===== src/rtl/gamepad_mmio_if.sv =====
// Data-bus connection of the gamepad register window: word address, write data,
// strobes, registered read data and the combinational window hit.
interface gamepad_mmio_if #(
  parameter int ADDR_W = 13
);
  logic [ADDR_W-1:0] address;
  logic [31:0]       data_in;
  logic              wren;
  logic              rden;
  logic [31:0]       data_out;
  logic              hit;

  modport master (
    output address, data_in, wren, rden,
    input  data_out, hit
  );

  modport slave (
    input  address, data_in, wren, rden,
    output data_out, hit
  );
endinterface


===== src/rtl/gamepad_mmio.sv =====
// Memory-mapped gamepad controller: sync + debounce of NUM_PLAYERS x BTN_W buttons,
// sticky press latches, output and irq-mask registers. GAMEPAD_RELEASE_EVT_EN adds release latches.
module gamepad_mmio #(
  parameter int              NUM_PLAYERS = 2,
  parameter int              BTN_W       = 16,
  parameter int              DB_CYCLES   = 16,
  parameter int              ACTIVE_LOW  = 1,
  parameter int              ADDR_W      = 13,
  parameter logic [ADDR_W-1:0] BASE_ADDR = 13'h1000,
  parameter int              OUT_W       = 3
) (
  input  logic                         clock,
  input  logic                         reset,
  input  logic [NUM_PLAYERS*BTN_W-1:0] gpio,
  gamepad_mmio_if.slave                bus,
  output logic [OUT_W-1:0]             gpioOutput,
  output logic                         irq
);

  localparam int unsigned NP       = NUM_PLAYERS;
  localparam int unsigned NB       = NUM_PLAYERS * BTN_W;
  localparam int unsigned CW       = $clog2(DB_CYCLES);
  localparam int unsigned BASE     = 32'(BASE_ADDR);
  localparam int unsigned OFF_OUT  = 2 * NP;
  localparam int unsigned OFF_MASK = 2 * NP + 1;
  localparam logic [NB-1:0] RELEASED = (ACTIVE_LOW != 0) ? {NB{1'b1}} : {NB{1'b0}};

  logic [NB-1:0] sync1, sync2, synced;
  logic [NB-1:0] stable, stable_nxt, rise;
  logic [CW-1:0] cnt     [NB];
  logic [CW-1:0] cnt_nxt [NB];

  logic [NP-1:0][BTN_W-1:0] press, press_nxt;
`ifdef GAMEPAD_RELEASE_EVT_EN
  localparam int unsigned OFF_REL = 2 * NP + 2;
  logic [NB-1:0]            fall;
  logic [NP-1:0][BTN_W-1:0] rel, rel_nxt;
`endif

  logic [OUT_W-1:0] out_reg;
  logic [NP-1:0]    mask, pend;
  logic             irq_nxt;
  int unsigned      addr_u, off;
  logic             rd, wr;
  logic [31:0]      rdata;

  assign synced     = (ACTIVE_LOW != 0) ? ~sync2 : sync2;
  assign gpioOutput = out_reg;

  always_comb begin
    addr_u  = 32'(bus.address);
    off     = addr_u - BASE;
    bus.hit = (addr_u >= BASE) && (addr_u < BASE + 4 * NP);
    rd      = bus.rden & bus.hit;
    wr      = bus.wren & bus.hit;
  end

  // Counter runs only while synced disagrees with stable; commit on the
  // DB_CYCLES-th consecutive mismatch, so the counter can never wrap.
  always_comb begin
    stable_nxt = stable;
    for (int unsigned b = 0; b < NB; b++) begin
      cnt_nxt[b] = '0;
      if (synced[b] != stable[b]) begin
        if (cnt[b] == CW'(DB_CYCLES - 1)) stable_nxt[b] = synced[b];
        else                              cnt_nxt[b]    = cnt[b] + CW'(1);
      end
    end
    rise = stable_nxt & ~stable;
`ifdef GAMEPAD_RELEASE_EVT_EN
    fall = stable & ~stable_nxt;
`endif
  end

  // An edge arriving in the same cycle as the clearing read is kept (set wins).
  always_comb begin
    rdata     = '0;
    press_nxt = press;
    pend      = '0;
`ifdef GAMEPAD_RELEASE_EVT_EN
    rel_nxt   = rel;
`endif
    for (int unsigned p = 0; p < NP; p++) begin
      if (off == p)      rdata[BTN_W-1:0] = stable[p*BTN_W +: BTN_W];
      if (off == NP + p) rdata[BTN_W-1:0] = press[p];
      press_nxt[p] = rise[p*BTN_W +: BTN_W] | ((rd && off == NP + p) ? '0 : press[p]);
      pend[p]      = |press[p];
`ifdef GAMEPAD_RELEASE_EVT_EN
      if (off == OFF_REL + p) rdata[BTN_W-1:0] = rel[p];
      rel_nxt[p] = fall[p*BTN_W +: BTN_W] | ((rd && off == OFF_REL + p) ? '0 : rel[p]);
      pend[p]    = pend[p] | (|rel[p]);
`endif
    end
    if (off == OFF_OUT)  rdata[OUT_W-1:0] = out_reg;
    if (off == OFF_MASK) rdata[NP-1:0]    = mask;
    irq_nxt = |(pend & mask);
  end

  always_ff @(posedge clock) begin
    if (reset) begin
      sync1        <= RELEASED;
      sync2        <= RELEASED;
      stable       <= '0;
      cnt          <= '{default: '0};
      press        <= '0;
`ifdef GAMEPAD_RELEASE_EVT_EN
      rel          <= '0;
`endif
      out_reg      <= '0;
      mask         <= '0;
      bus.data_out <= '0;
      irq          <= 1'b0;
    end else begin
      sync1  <= gpio;
      sync2  <= sync1;
      stable <= stable_nxt;
      cnt    <= cnt_nxt;
      press  <= press_nxt;
`ifdef GAMEPAD_RELEASE_EVT_EN
      rel    <= rel_nxt;
`endif
      if (rd) bus.data_out <= rdata;
      if (wr && off == OFF_OUT)  out_reg <= bus.data_in[OUT_W-1:0];
      if (wr && off == OFF_MASK) mask    <= bus.data_in[NP-1:0];
      irq <= irq_nxt;
    end
  end

endmodule


===== src/flat_wrapper.sv =====
// flat-port wrapper written by rule: the top's interface ports become plain ports
module gamepad_mmio_flat 
#(
  parameter int              NUM_PLAYERS = 2,
  parameter int              BTN_W       = 16,
  parameter int              DB_CYCLES   = 16,
  parameter int              ACTIVE_LOW  = 1,
  parameter int              ADDR_W      = 13,
  parameter logic [ADDR_W-1:0] BASE_ADDR = 13'h1000,
  parameter int              OUT_W       = 3
)
  (clock, reset, gpio, gpioOutput, irq, bus_address, bus_data_in, bus_wren, bus_rden, bus_data_out, bus_hit);
  gamepad_mmio_if #(.ADDR_W(ADDR_W)) bus_i ();
  input  logic clock;
  input  logic reset;
  input  logic [NUM_PLAYERS*BTN_W-1:0] gpio;
  output logic [OUT_W-1:0] gpioOutput;
  output logic irq;
  input wire logic [$bits(bus_i.address)-1:0] bus_address;
  input wire logic [$bits(bus_i.data_in)-1:0] bus_data_in;
  input wire logic [$bits(bus_i.wren)-1:0] bus_wren;
  input wire logic [$bits(bus_i.rden)-1:0] bus_rden;
  output wire logic [$bits(bus_i.data_out)-1:0] bus_data_out;
  output wire logic [$bits(bus_i.hit)-1:0] bus_hit;
  assign bus_i.address = bus_address;
  assign bus_i.data_in = bus_data_in;
  assign bus_i.wren = bus_wren;
  assign bus_i.rden = bus_rden;
  assign bus_data_out = bus_i.data_out;
  assign bus_hit = bus_i.hit;
  gamepad_mmio #(.NUM_PLAYERS(NUM_PLAYERS), .BTN_W(BTN_W), .DB_CYCLES(DB_CYCLES), .ACTIVE_LOW(ACTIVE_LOW), .ADDR_W(ADDR_W), .BASE_ADDR(BASE_ADDR), .OUT_W(OUT_W)) u_core (.clock(clock), .reset(reset), .gpio(gpio), .bus(bus_i), .gpioOutput(gpioOutput), .irq(irq));
endmodule

===== config.mk =====
export PLATFORM = sky130hd
export DESIGN_NAME = gamepad_mmio_flat
export DESIGN_NICKNAME = d
export VERILOG_FILES = /design/src/rtl/gamepad_mmio_if.sv /design/src/rtl/gamepad_mmio.sv /design/src/flat_wrapper.sv
export SDC_FILE = /design/constraint.sdc
export NUM_CORES = 1
export LEC_CHECK = 0
export CAP_MARGIN = 25
export CORE_AREA = 2 2 150 152
export DETAILED_ROUTE_END_ITERATION = 10
export DIE_AREA = 0 0 152 154
export PLACE_DENSITY_LB_ADDON = 0.25
export SLEW_MARGIN = 0
export SYNTH_ARGS = -nofsm -noshare
export SYNTH_HDL_FRONTEND = slang
export SYNTH_SLANG_ARGS = --single-unit

===== constraint.sdc =====
create_clock -name clock -period 3.15 [get_ports clock]
set_clock_uncertainty 0.1 [all_clocks]
set_input_delay 0.4725 -clock clock [delete_from_list [all_inputs] [get_ports clock]]
set_output_delay 0.4725 -clock clock [all_outputs]
set_load 0.02 [all_outputs]

Word level (Yosys, flattened, before mapping). Index checks and enable logic that the tools add are counted.

Register bits after elaboration: 278. Bits of input ports: 81. Output and inout bits: 37. Logic and storage cells: 298.

$add $sub $neg: 33. $lt $le $gt $ge: 2. Eq/ne operators: 69. Muxes and demuxes: 72. Bitwise logic cells: 40. Reductions and logical operators: 41.

Operator list (count): adder 4 x 1 -> 4 bit (second input constant) (32); equality test 4 bit (second input constant) (32); two-way mux 16 bit (6); OR reduction 3 bit (32); equality test 32 x 2 -> 1 bit (second input constant) (2); equality test 32 x 3 -> 1 bit (second input constant) (2); two-way mux 1 bit (64); NOT 32 bit (2); AND 32 bit (1); equality test 32 x 1 -> 1 bit (second input constant) (1); zero test 32 bit (1); inequality test 1 bit (32); NOT 1 bit (32); OR 16 bit (2); OR reduction 16 bit (2); subtractor 13 x 13 -> 14 bit (second input constant) (1); >= comparator 13 bit (second input constant) (1); < comparator 13 bit (second input constant) (1); logical AND 1 bit (5); two-way mux 3 bit (1); AND 1 bit (2); AND 2 bit (1); two-way mux 2 bit (1); OR reduction 2 bit (1).

Logic depth before layout (Yosys ltp).
Word-level depth: 8. Gate-level depth with buffers: 7. Mapped depth without buffers: 5.

Worst setup path after synthesis. No wires, ideal clock.

Path type: input-to-reg. From: input bus_address[0]. To: register u_core.bus.data_out[10]. Library setup time: 67 ps. Arrival time: 1567 ps. Required time: 2983 ps. Path slack: 1415 ps. Cell stages on the path: 6. Buffers on the path: 2. Cell sequence: buf_6 > nor3b_4 > buf_6 > a32oi_1 > a311o_1 > a21oi_2.

Word-level cells in the longest chain between the ends: 6. Elaborated cells on any way between the ends: 13. Those cells by class: add/sub (1); order compare (2); eq/ne (3); mux (4); bitwise (1); reduce/logical (2).

Ends and longest elaborated chain: from (decl) (RTL line flat_wrapper.sv:19) `input wire logic [$bits(bus_i.address)-1:0] bus_address;`; subtractor 13 x 13 -> 14 bit (RTL line gamepad_mmio.sv:52) `off = addr_u - BASE;`; zero test 32 bit (RTL line gamepad_mmio.sv:84) `if (off == p) rdata[BTN_W-1:0] = stable[p*BTN_W +: BTN_W];`; two-way mux 16 bit (RTL line gamepad_mmio.sv:84); two-way mux 16 bit (RTL line gamepad_mmio.sv:85) `if (off == NP + p) rdata[BTN_W-1:0] = press[p];`; two-way mux 16 bit (RTL line gamepad_mmio.sv:84); two-way mux 16 bit (RTL line gamepad_mmio.sv:85); to (signal assigned) (RTL line gamepad_mmio.sv:122) `if (rd) bus.data_out <= rdata;`; to (decl) (RTL line gamepad_mmio_if.sv:20) `output data_out, hit`.

Several ways; a longest one is shown, not always the timed one. A chain may end at the register's enable or synchronous reset.

Final worst setup path.
From: input bus_address[3]. To: output bus_hit.

Word-level cells in the longest chain between the ends: 2. Elaborated cells on any way between the ends: 3. Those cells by class: order compare (2); reduce/logical (1).

Ends and longest elaborated chain: >= comparator 13 bit or < comparator 13 bit (tied branches) (RTL line gamepad_mmio.sv:53) `bus.hit = (addr_u >= BASE) && (addr_u < BASE + 4 * NP);`; logical AND 1 bit * (RTL line gamepad_mmio.sv:53); to (decl) (RTL line flat_wrapper.sv:24) `output wire logic [$bits(bus_i.hit)-1:0] bus_hit;`.

Mark *: on every way between the ends. The rest lies on a longest branch, timed or not.

==> metrics.md <==
| Metric | Value |
|---|---|
| Max Transition Viols Final | 0 |
| Register area | around 5600 µm² |
| Register-to-register setup slack | 1.61 ns |
| Hold path cells | 2 |
| Area growth, synth to finish | 17.1% |
| Critical Path AT | ~2.3 ns |
| First-pass GRT wire length | ~36 mm |
| Vias | between 7000 and 8000 |
| Max_cap viols | 0 |
| # diodes | 0 |
| Power density over cell area | about 560 nW/µm² |
| ANT nets after route | 0 |
| CTS tree | yes |
| Fmax | between 0.3 and 0.4 GHz |
| Asr flop ratio synth | 0% |
| Status | complete, no violations |
| Die Wd | about 150 µm |
| Die height | about 150 µm |
| Leak | between 4 and 5 nW |
| FF-to-FF path depth | 4 |
| Synth area leader | dfxtp_1 |
| Slew HR | between 60% and 70% |
| Vias/cell | around 5.2 |
| Critical Path RT | 2.58 ns |
| Drt pass-1 iters | 5 |
| Layout Utilization | 58.0% |
| Synth unique cells | 42 |
| Layout cells sized above 1 | between 10% and 20% |
| Avg Cell Area, Syn | between 9 and 10 µm² |
| I/O Buffers | roughly 70 |
| Placed inst area | ~12000 µm² |
| Min Tclk post-route | between 2 and 3 ns |
| Most frequent CP cell | clkdlybuf4s50_1 |
| Cell Chain, Critical Path | clkdlybuf4s50_1, nor3_2, nand4_1, inv_1, clkdlybuf4s50_1 |
| Worst path slowest cell | clkdlybuf4s50_1 |
| Gr usage total | approximately 18% |
| Core Rows | 54 |
| VDD IR-drop max | ~0.54 mV |
| GPL Wtd Cong | between 0.7 and 0.8 |
| Worst hold endpoint | u_core.bus.data_out[10]$_SDFFE_PP0P_ |
| Final setup violating endpoints | 0 |
| Vias in the first global route | 7612 |
| Critical Setup Path Class | input port to primary output |
| Yosys top cell area share | 51.8% |
| Pwr Total | approximately 7 mW |
| Number of nets in the layout | roughly 1300 |
| CP max stage delay | 0.61 ns |
| Multi-input combinational cell area | ~4800 µm² |
| I/O pin count | 118 |
| Max Buffers Root-to-Sink | 3 |
| Layout fillers | 1898 |
| Hold wc startpoint | reset |
| Postcts setup bufs | 0 |
| Design area | between 10000 and 15000 µm² |
| Clk root buf | clkbuf_16 |
| Crit. End Element | primary output |
| TritonCTS buffer count | 28 |
| Final setup TNS | 0 ns |
| Worst Path Max Fanout | 3 |
| Seq/Total Area, Yosys | about half |
| Yosys warnings | 0 |
| Initial antenna violation count | 0 |
| Clock Latency Late Sink | roughly 0.54 ns |
| Residual DRC | 0 |
| Cells after Synth | 1155 |
| Layout Cells excl Fill | about 1500 |
| #FFs+latches synth | 278 |
| Post-CTS Hold Fix Bufs | 0 |
| Cell Area, Synth | approximately 11000 µm² |
| Final-report hold violation count | 0 |
| DRT iter0 DRCs | around 340 |
| DP Cell Count | 1479 |
| Htree depth | 1 |
| Global route overflow | 0 |
| RSZ-0062 raised after global routing | false |
| Largest net degree at the start of global routing | 59 |
| Avg WL per Cell | about 14 µm |
| CTS Sinks | about 280 |
| Area contributors post-synth | dfxtp_1 (52%), nor2_1 (7.1%), or2_2 (5.4%) |
| Startpoint types | input port |
| Routed Wire Length | about 21 mm |
| Post-synth EDFFs | 0 |
| Core Region | around 22000 µm² |
| Min-Delay Path Class | input port to flip-flop |
| Die area | between 20000 and 25000 µm² |
| Post-CTS resize count | 0 |
| Clock transition at path regs | 0.06 ns |
| Initial Util | between 40% and 50% |
| HPWL after DPL | between 10 and 15 mm |
| Worst r2r dst | u_core.irq$_SDFF_PP0_ |
| R2r startpoint | u_core.press[10]$_SDFF_PP0_ |
| Worst slew pin tran | slightly below 0.6 ns |
| Final Cycle Share | just under 90% |
| Main synth FF type | dfxtp_1 |
[worst max-delay path: cells and delay by family]
family | cells | cell delay (ns)
AND/OR/NAND/NOR | 2 | 0.59
buffers and inverters | 3 | 1.18
[layout make-up]
| type | instances | share of cell area (%) |
|---|---|---|
| multi-input combinational | 801 | 38.2 |
| inverter | 32 | 0.954 |
| clock inverter | 7 | 0.408 |
| timing repair buffer | 88 | 6.78 |
| clock buffer | 42 | 6.62 |
| sequential | 278 | 44.2 |
| tap | 280 | 2.78 |
[synthesized netlist by cell type, types with 27 or more instances]
cell type / instances
nand3_1: 34
ha_1: 32
xnor2_1: 32
a21oi_1: 52
a211oi_1: 31
xor2_1: 37
nand2_1: 49
o21bai_1: 27
and2_1: 27
inv_1: 32
dfxtp_1: 278
or2_2: 93
o21ai_0: 37
clkbuf_1: 34
and3_1: 32
nor2_1: 204
[layer usage]
metal	GRT usage (%)	part of all wire [%]
met1	22.9	47
met2	31.7	48
met3	2.82	3.9
met4	4.18	1.8
met5	0	0
[stage by stage]
stage	hold slack, ns	setup WS, ns
floorplan	0.289	1.42
global placement	0.293	0.248
detailed placement	0.294	0.261
CTS	0.289	0.241
global route	0.320	0.178
finish	0.293	0.330
[how the worst max path moves through the flow]
stage              startpoint                                   end  slack [ns]  cells past startpoint
2_1_floorplan  bus_address[0]  u_core.bus.data_out[10]$_SDFFE_PP0P_        1.42                      6
3_3_place_gp   bus_address[3]                               bus_hit        0.25                      5
3_5_place_dp   bus_address[3]                               bus_hit        0.26                      5
4_1_cts        bus_address[3]                               bus_hit        0.24                      5
5_1_grt        bus_address[3]                               bus_hit        0.18                      5
6_report       bus_address[3]                               bus_hit        0.33                      5
[power by group]
| part | total, mW | internal [mW] | switching (mW) |
|---|---|---|---|
| combinational | 0.271 | 0.130 | 0.141 |
| clock | 3.14 | 1.82 | 1.32 |
| sequential | 3.59 | 3.57 | 0.0270 |
[state kept, by name, indices dropped and copies added (netlist names)]
signal / cells
u_core.sync2: 32
u_core.cnt: 128
u_core.gpioOutput: 3
u_core.stable: 32
u_core.bus.data_out: 16
u_core.press: 32
u_core.mask: 2
u_core.sync1: 32
u_core.irq: 1
[cell usage in the layout, fill, tap and decap left out, types with 31 or more instances in the layout]
cell type and count:
dfxtp_1 278, nor2_1 204, or2_2 93, clkdlybuf4s50_1 69
a21oi_1 52, nand2_1 49, o21ai_0 37, xor2_1 37
nand3_1 34, inv_1 32, xnor2_1 32, and3_1 32
ha_1 32, a211oi_1 31
[logic make-up (layout without fill, tap and decap cells)]
logic type	Yosys count	in the layout	share of synthesized area (%)
muxes	4	4	0.372
AOI/OAI and AO/OA	184	184	11.3
other	1	16	0.0349
buffers and inverters	91	169	4.00
and+or+nand+nor	496	496	23.2
DFF	278	278	51.8
adders and majority gates	32	32	3.72
xor gates and xnor gates	69	69	5.62
(Power assumes the default switching activity.)
